`config.mk`:
```
export PLATFORM = sky130hd
export DESIGN_NAME = i2s_tx
export DESIGN_NICKNAME = d
export VERILOG_FILES = /design/src/rtl/i2s_tx.sv
export SDC_FILE = /design/constraint.sdc
export NUM_CORES = 1
export LEC_CHECK = 0
export ABC_AREA = 1
export CORE_MARGIN = 2
export CORE_UTILIZATION = 40
export DETAILED_ROUTE_END_ITERATION = 8
export HOLD_SLACK_MARGIN = 0.1
export SKIP_LAST_GASP = 1
export SLEW_MARGIN = 20
export SYNTH_ARGS = -nofsm -noshare
export SYNTH_HDL_FRONTEND = slang
export SYNTH_SLANG_ARGS = --single-unit
```
`constraint.sdc`:
```
create_clock -name clk_i -period 5.7 [get_ports clk_i]
set_input_delay 1.14 -clock clk_i [delete_from_list [all_inputs] [get_ports clk_i]]
set_output_delay 1.14 -clock clk_i [all_outputs]
set_load 0.01 [all_outputs]
```
`src/rtl/i2s_tx.sv`:
```
// ============================================================================
//  Module   : i2s_tx
//  Purpose  : I2S transmitter, 64 SCK per frame, 32-bit slots, MSB first,
//             one sample of buffering per channel. Optional macro
//             I2S_TX_HOLD_LAST_EN repeats a channel's last sample on underrun.
//  Revision : 1.0  initial release
// ============================================================================
`default_nettype none

module i2s_tx #(
   parameter int CLK_FREQ = 27_000_000,
   parameter int SCK_FREQ = 2_700_000,
   parameter int SAMPLE_W = 16
) (
   input  logic                clk_i,
   input  logic                rst_i,
   input  logic [SAMPLE_W-1:0] data_i,
   input  logic                lr_i,
   input  logic                data_valid_i,
   output logic                data_ready_o,
   output logic                sck_o,
   output logic                ws_o,
   output logic                sd_o,
   output logic                underrun_o
);

   localparam int c_HALF  = CLK_FREQ / (2 * SCK_FREQ);
   localparam int c_DIV_W = (c_HALF > 1) ? $clog2(c_HALF) : 1;
   localparam logic [c_DIV_W-1:0] c_DIV_LAST = c_DIV_W'(c_HALF - 1);

   generate
      if (c_HALF < 2) begin : g_half_check
         $error("i2s_tx: CLK_FREQ/(2*SCK_FREQ) must be at least 2");
      end
   endgenerate

   // Left-align a sample in a 32-bit slot so zero padding follows the LSB.
   function automatic logic [31:0] f_align(input logic [SAMPLE_W-1:0] s);
      return 32'(s) << (32 - SAMPLE_W);
   endfunction

   logic [c_DIV_W-1:0]  r_div_cnt;
   logic                r_sck;
   logic [5:0]          r_pos;
   logic                r_ws;
   logic                r_sd;
   logic                r_underrun;
   logic [1:0]          r_full;
   logic [SAMPLE_W-1:0] r_hold_l;
   logic [SAMPLE_W-1:0] r_hold_r;
   logic [31:0]         r_sh_l;
   logic [31:0]         r_sh_r;

   logic                w_fall;
   logic [5:0]          w_pos_nx;
   logic                w_load_l;
   logic                w_load_r;
   logic                w_wr;
   logic [SAMPLE_W-1:0] w_fill_l;
   logic [SAMPLE_W-1:0] w_fill_r;
   logic [SAMPLE_W-1:0] w_smp_l;
   logic [SAMPLE_W-1:0] w_smp_r;
   logic [31:0]         w_slot_l;
   logic [31:0]         w_slot_r;

`ifdef I2S_TX_HOLD_LAST_EN
   logic [SAMPLE_W-1:0] r_last_l;
   logic [SAMPLE_W-1:0] r_last_r;

   assign w_fill_l = r_last_l;
   assign w_fill_r = r_last_r;

   always_ff @(posedge clk_i) begin
      if (rst_i) begin
         r_last_l <= '0;
         r_last_r <= '0;
      end else begin
         if (w_load_l) r_last_l <= w_smp_l;
         if (w_load_r) r_last_r <= w_smp_r;
      end
   end
`else
   assign w_fill_l = '0;
   assign w_fill_r = '0;
`endif

   assign w_fall       = r_sck && (r_div_cnt == c_DIV_LAST);
   assign w_pos_nx     = r_pos + 6'd1;
   assign w_load_l     = w_fall && (w_pos_nx == 6'd1);
   assign w_load_r     = w_fall && (w_pos_nx == 6'd33);
   assign data_ready_o = lr_i ? ~r_full[1] : ~r_full[0];
   assign w_wr         = data_valid_i && data_ready_o;

   // Full flag is the pre-write value, so a same-cycle write still underruns.
   assign w_smp_l  = r_full[0] ? r_hold_l : w_fill_l;
   assign w_smp_r  = r_full[1] ? r_hold_r : w_fill_r;
   assign w_slot_l = f_align(w_smp_l);
   assign w_slot_r = f_align(w_smp_r);

   always_ff @(posedge clk_i) begin
      if (rst_i) begin
         r_div_cnt <= '0;
         r_sck     <= 1'b0;
      end else if (r_div_cnt == c_DIV_LAST) begin
         r_div_cnt <= '0;
         r_sck     <= ~r_sck;
      end else begin
         r_div_cnt <= r_div_cnt + 1'b1;
      end
   end

   always_ff @(posedge clk_i) begin
      if (rst_i) begin
         r_pos      <= '0;
         r_ws       <= 1'b0;
         r_sd       <= 1'b0;
         r_underrun <= 1'b0;
         r_sh_l     <= '0;
         r_sh_r     <= '0;
      end else begin
         r_underrun <= 1'b0;
         if (w_fall) begin
            r_pos <= w_pos_nx;
            r_ws  <= w_pos_nx[5];
            if (w_load_l) begin
               r_sd       <= w_slot_l[31];
               r_sh_l     <= w_slot_l << 1;
               r_underrun <= ~r_full[0];
            end else if (w_load_r) begin
               r_sd       <= w_slot_r[31];
               r_sh_r     <= w_slot_r << 1;
               r_underrun <= ~r_full[1];
            end else if (w_pos_nx >= 6'd2 && w_pos_nx <= 6'd32) begin
               r_sd   <= r_sh_l[31];
               r_sh_l <= r_sh_l << 1;
            end else begin
               r_sd   <= r_sh_r[31];
               r_sh_r <= r_sh_r << 1;
            end
         end
      end
   end

   always_ff @(posedge clk_i) begin
      if (rst_i) begin
         r_full   <= '0;
         r_hold_l <= '0;
         r_hold_r <= '0;
      end else begin
         if (w_wr && !lr_i) begin
            r_full[0] <= 1'b1;
            r_hold_l  <= data_i;
         end else if (w_load_l) begin
            r_full[0] <= 1'b0;
         end
         if (w_wr && lr_i) begin
            r_full[1] <= 1'b1;
            r_hold_r  <= data_i;
         end else if (w_load_r) begin
            r_full[1] <= 1'b0;
         end
      end
   end

   assign sck_o      = r_sck;
   assign ws_o       = r_ws;
   assign sd_o       = r_sd;
   assign underrun_o = r_underrun;

endmodule

`default_nettype wire

```
### Word level (Yosys, flattened, before mapping)

Index checks and enable logic that the tools add are counted.
W data, S select, Z words.

* mux-type cells: 17
* reductions and logical operators: 15
* $add $sub $neg: 2
* bitwise operators: 5
* equal/unequal tests: 5
* order comparisons: 2

Operators by type and width (count)
* $mux W32: 5
* $mux W16: 2
* $mux W1: 10
* $logic_and A1 B1 Y1: 7
* $add A6 B1 Y6 const B: 1
* $eq A6 B1 Y1 const B: 1
* $eq A6 B6 Y1 const B: 1
* $ge A6 B2 Y1 const B: 1
* $le A6 B6 Y1 const B: 1
* $reduce_and A3 Y1: 2
* $reduce_bool A2 Y1: 3
* $not A1 Y1: 5
* $ne A2 B2 Y1 const B: 2
* $reduce_or A2 Y1: 2
* $add A3 B1 Y3 const B: 1
* $eq A3 B3 Y1 const B: 1
* $logic_not A1 Y1: 1

* register bits: 111
* output and inout port bits: 5
* bits of input ports: 20

### Logic depth before layout (Yosys ltp)

Gate-level depths: netlist of run 1.

* depth after elaboration: 6
* mapped depth: 15
* depth with buffers taken out: 14

### Worst setup path after synthesis of run 1

Ideal clock, no wire load.

* kind: input to output
* start point: in lr_i
* end point: out data_ready_o
* data arrival time: 1461 ps
* stages on the path: 1
* path buffers: 0
* setup slack: 3099 ps
* cells stage by stage: o21ai_0

* longest elaborated chain between the ends: 1

Ends and longest elaborated chain
* from (decl): line 18 `input logic lr_i,`
* $mux W1: line 91 `assign data_ready_o = lr_i ? ~r_full[1] : ~r_full[0];`
* to (decl): line 20 `output logic data_ready_o,`

Every way passes these cells.

### Final worst setup path of run 1

Ends and elaborated chain as after synthesis.

==> results of run 1 <==
[layer usage]
metal	vias to the layer above	routed length, um
met5	-	0
met1	1377	3644
met3	10	252
li1	1604	-
met2	40	3611
met4	0	139
[power groups by stage]
stage	clock network (mW)	registers (mW)	logic, mW
floorplan	0	0.569	0.0447
global placement	0	0.573	0.0687
detailed placement	0	0.574	0.0704
CTS	0.466	0.561	0.0708
global route	0.489	0.564	0.0804
finish	0.456	0.562	0.0698
[registers in the layout (all words and copies together), names as in the netlist]
name	count
r_hold_r	16
underrun_o	1
r_sh_l	15
sck_o	1
r_div_cnt	3
r_full	2
r_sh_r	15
r_hold_l	16
sd_o	1
r_pos	6
[path summary, 6_finish.rpt]
check,endpoint,depth (start not counted)
setup / recovery,data_ready_o,3
setup reg to reg,sd_o,10
hold reg to reg,r_hold_l[15],2
hold / removal,r_hold_l[15],2
[cells in the final DEF, fill, tap and decap left out, types with 2 or more instances in the layout]
cell type / n
nand2_1: 111
inv_1: 81
dfxtp_1: 76
a21oi_1: 51
nor2_1: 42
o21ai_0: 40
clkdlybuf4s50_1: 24
o22ai_1: 17
nand4_1: 16
nand3_1: 12
clkbuf_8: 10
nand2_4: 5
ha_1: 5
inv_2: 4
nand2_2: 4
nand3_2: 3
nor2_2: 2
clkbuf_1: 2
bufinv_16: 2
[worst reg2reg max path, stage by stage, from the launching register on]
cell,delay [ps]
dfxtp_1,330
inv_1,60
ha_1,190
nand3_1,150
inv_1,620
nand3_1,180
inv_2,130
nand3_1,490
o21ai_0,360
inv_1,60
a21oi_1,130
[metrics by stage]
step	utilization [%]	std cells	hold slack [ps]
6_report	46.23	624	450.2
5_1_grt	46.23	624	467.3
4_1_cts	46.18	624	450.8
3_5_place_dp	43.65	608	438.2
3_3_place_gp	43.65	608	432.7
2_1_floorplan	-	502	417.3
[cells by family (layout without fill, tap and decap cells)]
family,count (synthesis),after routing,share of synthesized area (%)
simple gates,200,200,25.78
compound gates,108,108,15.85
buf+inv,112,126,13.42
fa+ha+maj,5,5,1.766
flops,76,76,42.94
xor+xnor,1,1,0.2472
[cell type report]
class                           count  area [um2]
Timing Repair Buffer               25       247.7
Tap cell                          108       135.1
Clock buffer                       12       145.1
Multi-Input combinational cell    314        1551
Fill cell                         883        4643
Inverter                           85       319.1
Sequential cell                    76        1521
Clock inverter                      4       72.57
==> results_dict.tcl, run 1 <==
set metrics [dict create \
    synth-seq-cells 76 \
    fin_tns_setup_ps 0 \
    grtUsageMet2_pct 28.82 \
    insertion_delay_ps 350 \
    ys_seq_area_share_pct 42.94 \
    postSynthAreaPerCell_um2 7.059 \
    numCtsBuffers 9 \
    die_area_um2 9628 \
    drt_drc_violations_left 0 \
    grt_antenna_before_repair 0 \
    worstPathRequired_ps 4560 \
    min_path_type "flip-flop to flip-flop" \
    worstSetupStartpoint "lr_i" \
    initial_core_util_pct 41.03 \
    post-cts-setup-buffers 0 \
    dpl_cell_area_um2 3770 \
    die_span_in_x_um 98.12 \
    setup.reg_to_reg.worst_slack_ps 2930 \
    p_clk_share_pct 42.0 \
    synth.net_count 527 \
    setup-violations-final 0 \
    hpwl_mm 5.120 \
    cts-root-to-sink-buffers 2 \
    max-cap-violations 0 \
    cts.sinks 76 \
    drt-initial-drc-count 164 \
    layout.nets 536 \
    tritoncts "built" \
    boundary_pins 25 \
    drt_wl_total_mm 7.647 \
    grt-busiest-layer "met2" \
    area_growth_syn_to_layout_pct 12.68 \
    path_buf_inv 2 \
    total_power_after_layout_mw 1.088 \
    slew_violations 0 \
    dr_total_vias 3031 \
    routed_via_density 4.857 \
    synthDominantAreaCellType "dfxtp_1" \
    hold_viol 0 \
    power_density_nw_per_um2 272.4 \
    tightestPinTransition_ps 904.1 \
    critical_path.max_stage_delay_ps 590 \
    p_comb_share_pct 6.4 \
    synth-async-reset-ratio_pct 0 \
    grt_pass1_vias 2919 \
    timing.slew.headroom_pct 39.66 \
    cp_slowest_cell "clkdlybuf4s50_1" \
    place_congestion 0.7755 \
    worst_r2r_startpoint "r_div_cnt[0]" \
    mappedNetlistArea_um2 3543 \
    setup.worst_path.class "input pin to primary output" \
    power.share.switching_pct 22.94 \
    yosys.area.top_type_share_pct 42.94 \
    synthCells 502 \
    final_layout_size_suffix_gt1_share_pct 7.171 \
    grt_first_pass_wirelength_mm 13.56 \
    worst_ep_arrival_time_ps 2450 \
    post_cts_resized 0 \
    vdd.ir_drop.worst_uv 123.6 \
    netSwitchingPower_uw 249.5 \
    post_route_skew_ps 10.07 \
    grt_setup_unrepaired "false" \
    leading_cell_types_by_count_after_synthesis "nand2_1, inv_1, dfxtp_1" \
    design_area_um2 3993 \
    buffer_ports.inserted 24 \
    power_report.internal_total_uw 838.1 \
    die_height_um 98.12 \
    cts_hold_buffers 0 \
    std_cell_rows 34 \
    cts-root-buf "clkbuf_8" \
    drtAntennaViolNets 0 \
    path_max_fanout 4 \
    max_clock_freq_ghz 0.2785 \
    cp-start-kind "input pin" \
    gr-usage-met1_pct 21.81 \
    post-place-ws_ps 2167 \
    synthDistinctLibCells 26 \
    layout_worst_path_cycle_share_pct 62.99 \
    grt_start_max_net_pins 36 \
    post_synth_edffs 0 \
    antenna_cell_count 0 \
    power_leakage_nw 1.667 \
    crit_path_frequent_cell "clkdlybuf4s50_1" \
    setup.worst_path.end_class "primary output" \
    groute.usage.overall_pct 17.26 \
    timing.final.ws_setup_ps 2110 \
    cell_chain_critical_path "clkdlybuf4s50_1, o21ai_0, clkdlybuf4s50_1" \
    cts_htree_levels 3 \
    yosys_warnings 0 \
    total_global_routing_overflow 0 \
    use_met3_pct 3.078 \
    synth.most_common_cell "nand2_1" \
    core_area_um2 8636 \
    first_pass_iters 4 \
    sequentialPowerShare_pct 51.6 \
    post-route-min-period_ps 3590 \
    worstHoldStart "r_hold_l[15]" \
    cts.clk_slew.worst_paths_ps 80 \
    critical_path.top_delay_family "buffers and inverters" \
    synth.top_cells.by_area "dfxtp_1, nand2_1, inv_1" \
    wl_per_cell_um 12.25 \
    status "complete, no violations" \
    synth_top_flop_cell "dfxtp_1" \
]
Power figures use the tool's default switching activity.
==> inputs of run 2 (changes only) <==
clock period = 3.4 ns   (was 5.7 ns; I/O delays follow)
==> run 2 against run 1 <==
Via count is essentially flat; setup slack lost 1300 ps; clock power grew 58%; final cell count grew 0.80%; critical path type unchanged; highest routed layer unchanged.
==> results_dict.tcl, run 2 (same netlist as run 1, synthesis figures left out) <==
set metrics [dict create \
    tightestPinTransition_ps 910.5 \
    cts.clk_slew.worst_paths_ps 80 \
    worstSetupStartpoint "lr_i" \
    numCtsBuffers 9 \
    critical_path.max_stage_delay_ps 580 \
    setup.worst_path.class "input pin to primary output" \
    fin_tns_setup_ps 0 \
    cts-root-to-sink-buffers 2 \
    die_area_um2 9628 \
    power_leakage_nw 1.682 \
    p_comb_share_pct 6.9 \
    worst_ep_arrival_time_ps 1950 \
    routed_via_density 4.822 \
    layout_worst_path_cycle_share_pct 77.23 \
    total_power_after_layout_mw 1.782 \
    timing.slew.headroom_pct 39.13 \
    post-route-min-period_ps 2626 \
    die_height_um 98.12 \
    groute.usage.overall_pct 16.63 \
    layout.nets 541 \
    antenna_cell_count 0 \
    path_max_fanout 4 \
    cts.sinks 76 \
    max_clock_freq_ghz 0.3809 \
    netSwitchingPower_uw 442.8 \
    core_area_um2 8636 \
    grt_pass1_vias 2827 \
    drt-initial-drc-count 137 \
    worstPathRequired_ps 2720 \
    worst_r2r_startpoint "r_pos[0]" \
    drtAntennaViolNets 0 \
    drt_wl_total_mm 7.515 \
    cts-root-buf "clkbuf_8" \
    power_report.internal_total_mw 1.339 \
    post_route_skew_ps 8.816 \
    max-cap-violations 0 \
    largest_registers "r_hold_l: 16 flops, r_hold_r: 16 flops" \
    total_global_routing_overflow 0 \
    insertion_delay_ps 350 \
    grt_setup_unrepaired "false" \
    sequentialPowerShare_pct 52.6 \
    grt_start_max_net_pins 51 \
    grt_antenna_before_repair 0 \
    std_cell_rows 34 \
    buffer_ports.inserted 24 \
    crit_path_frequent_cell "clkdlybuf4s50_1" \
    boundary_pins 25 \
    final_layout_size_suffix_gt1_share_pct 8.253 \
    grt_first_pass_wirelength_mm 13.04 \
    cp-start-kind "input pin" \
    setup-violations-final 0 \
    most-common-layout-cells "nand2_1, inv_1, dfxtp_1" \
    post_cts_resized 0 \
    cts_htree_levels 3 \
    path_buf_inv 2 \
    cp_slowest_cell "clkdlybuf4s50_1" \
    min_path_type "flip-flop to flip-flop" \
    hpwl_mm 5.116 \
    status "complete, no violations" \
    tritoncts "built" \
    hold_viol 0 \
    p_clk_share_pct 40.5 \
    dr_total_vias 3033 \
    wl_per_cell_um 11.95 \
    area_growth_syn_to_layout_pct 13.35 \
    initial_core_util_pct 41.03 \
    cts_hold_buffers 0 \
    cell_chain_critical_path "clkdlybuf4s50_1, o21ai_0, clkdlybuf4s50_1" \
    slew_violations 0 \
    post-cts-setup-buffers 0 \
    vdd.ir_drop.worst_uv 229.1 \
    power_density_nw_per_um2 443.6 \
    power.share.switching_pct 24.85 \
    die_span_in_x_um 98.12 \
    leading_cell_type_in_the_layout_fill_and_taps_excluded "nand2_1" \
    first_pass_iters 4 \
    setup.worst_path.end_class "primary output" \
    critical_path.top_delay_family "buffers and inverters" \
    worstHoldStart "r_div_cnt[0]" \
    drt_drc_violations_left 0 \
    place_congestion 0.7444 \
]
run 2: cell type report:
| class | instances | area (um2) |
|---|---|---|
| inverters | 85 | 319.1 |
| multi-input cells | 314 | 1546 |
| well taps | 108 | 135.1 |
| fillers | 883 | 4619 |
| flip-flops and latches | 76 | 1521 |
| repair buffers | 30 | 285.3 |
| clock buffers | 10 | 137.6 |
| clock inverters | 6 | 71.32 |
run 2: metal layers:
metal  routed length, um  global-route usage [%]  part of all wire (%)  up-vias
met5                   0                       0                     0        -
met1                3621                   21.36                    48     1357
met2                3588                   27.71                    48       42
met3                 204                   3.364                   2.7       11
met4                 100                   6.090                   1.3        0
li1                    -                       -                     -     1623
run 2: per-stage QoR:
| step | setup slack (ps) | area [um2] | std cells | hold WS, ps | utilization [%] |
|---|---|---|---|---|---|
| 2_1_floorplan | 1494 | 3543 | 502 | 417.3 | - |
| 3_3_place_gp | 796.6 | 3807 | 613 | 432.3 | 44.09 |
| 3_5_place_dp | 802.6 | 3807 | 613 | 438.0 | 44.09 |
| 4_1_cts | 780.0 | 4016 | 629 | 452.2 | 46.51 |
| 5_1_grt | 649.0 | 4016 | 629 | 472.0 | 46.51 |
| 6_report | 774.3 | 4016 | 629 | 449.2 | 46.51 |
run 2: final timing paths:
check,end,slack [ps],cells past startpoint
setup / recovery,data_ready_o,770,3
hold / removal,r_div_cnt[0],450,1
setup reg to reg,r_sh_l[22],990,11
hold reg to reg,r_div_cnt[0],450,1
run 2: power groups by stage:
stage | registers (mW) | logic [mW] | clock network [mW]
after floorplan | 0.954 | 0.0749 | 0
after global placement | 0.957 | 0.122 | 0
after detailed placement | 0.958 | 0.125 | 0
after CTS | 0.937 | 0.125 | 0.733
after global routing | 0.941 | 0.141 | 0.775
final | 0.937 | 0.123 | 0.721
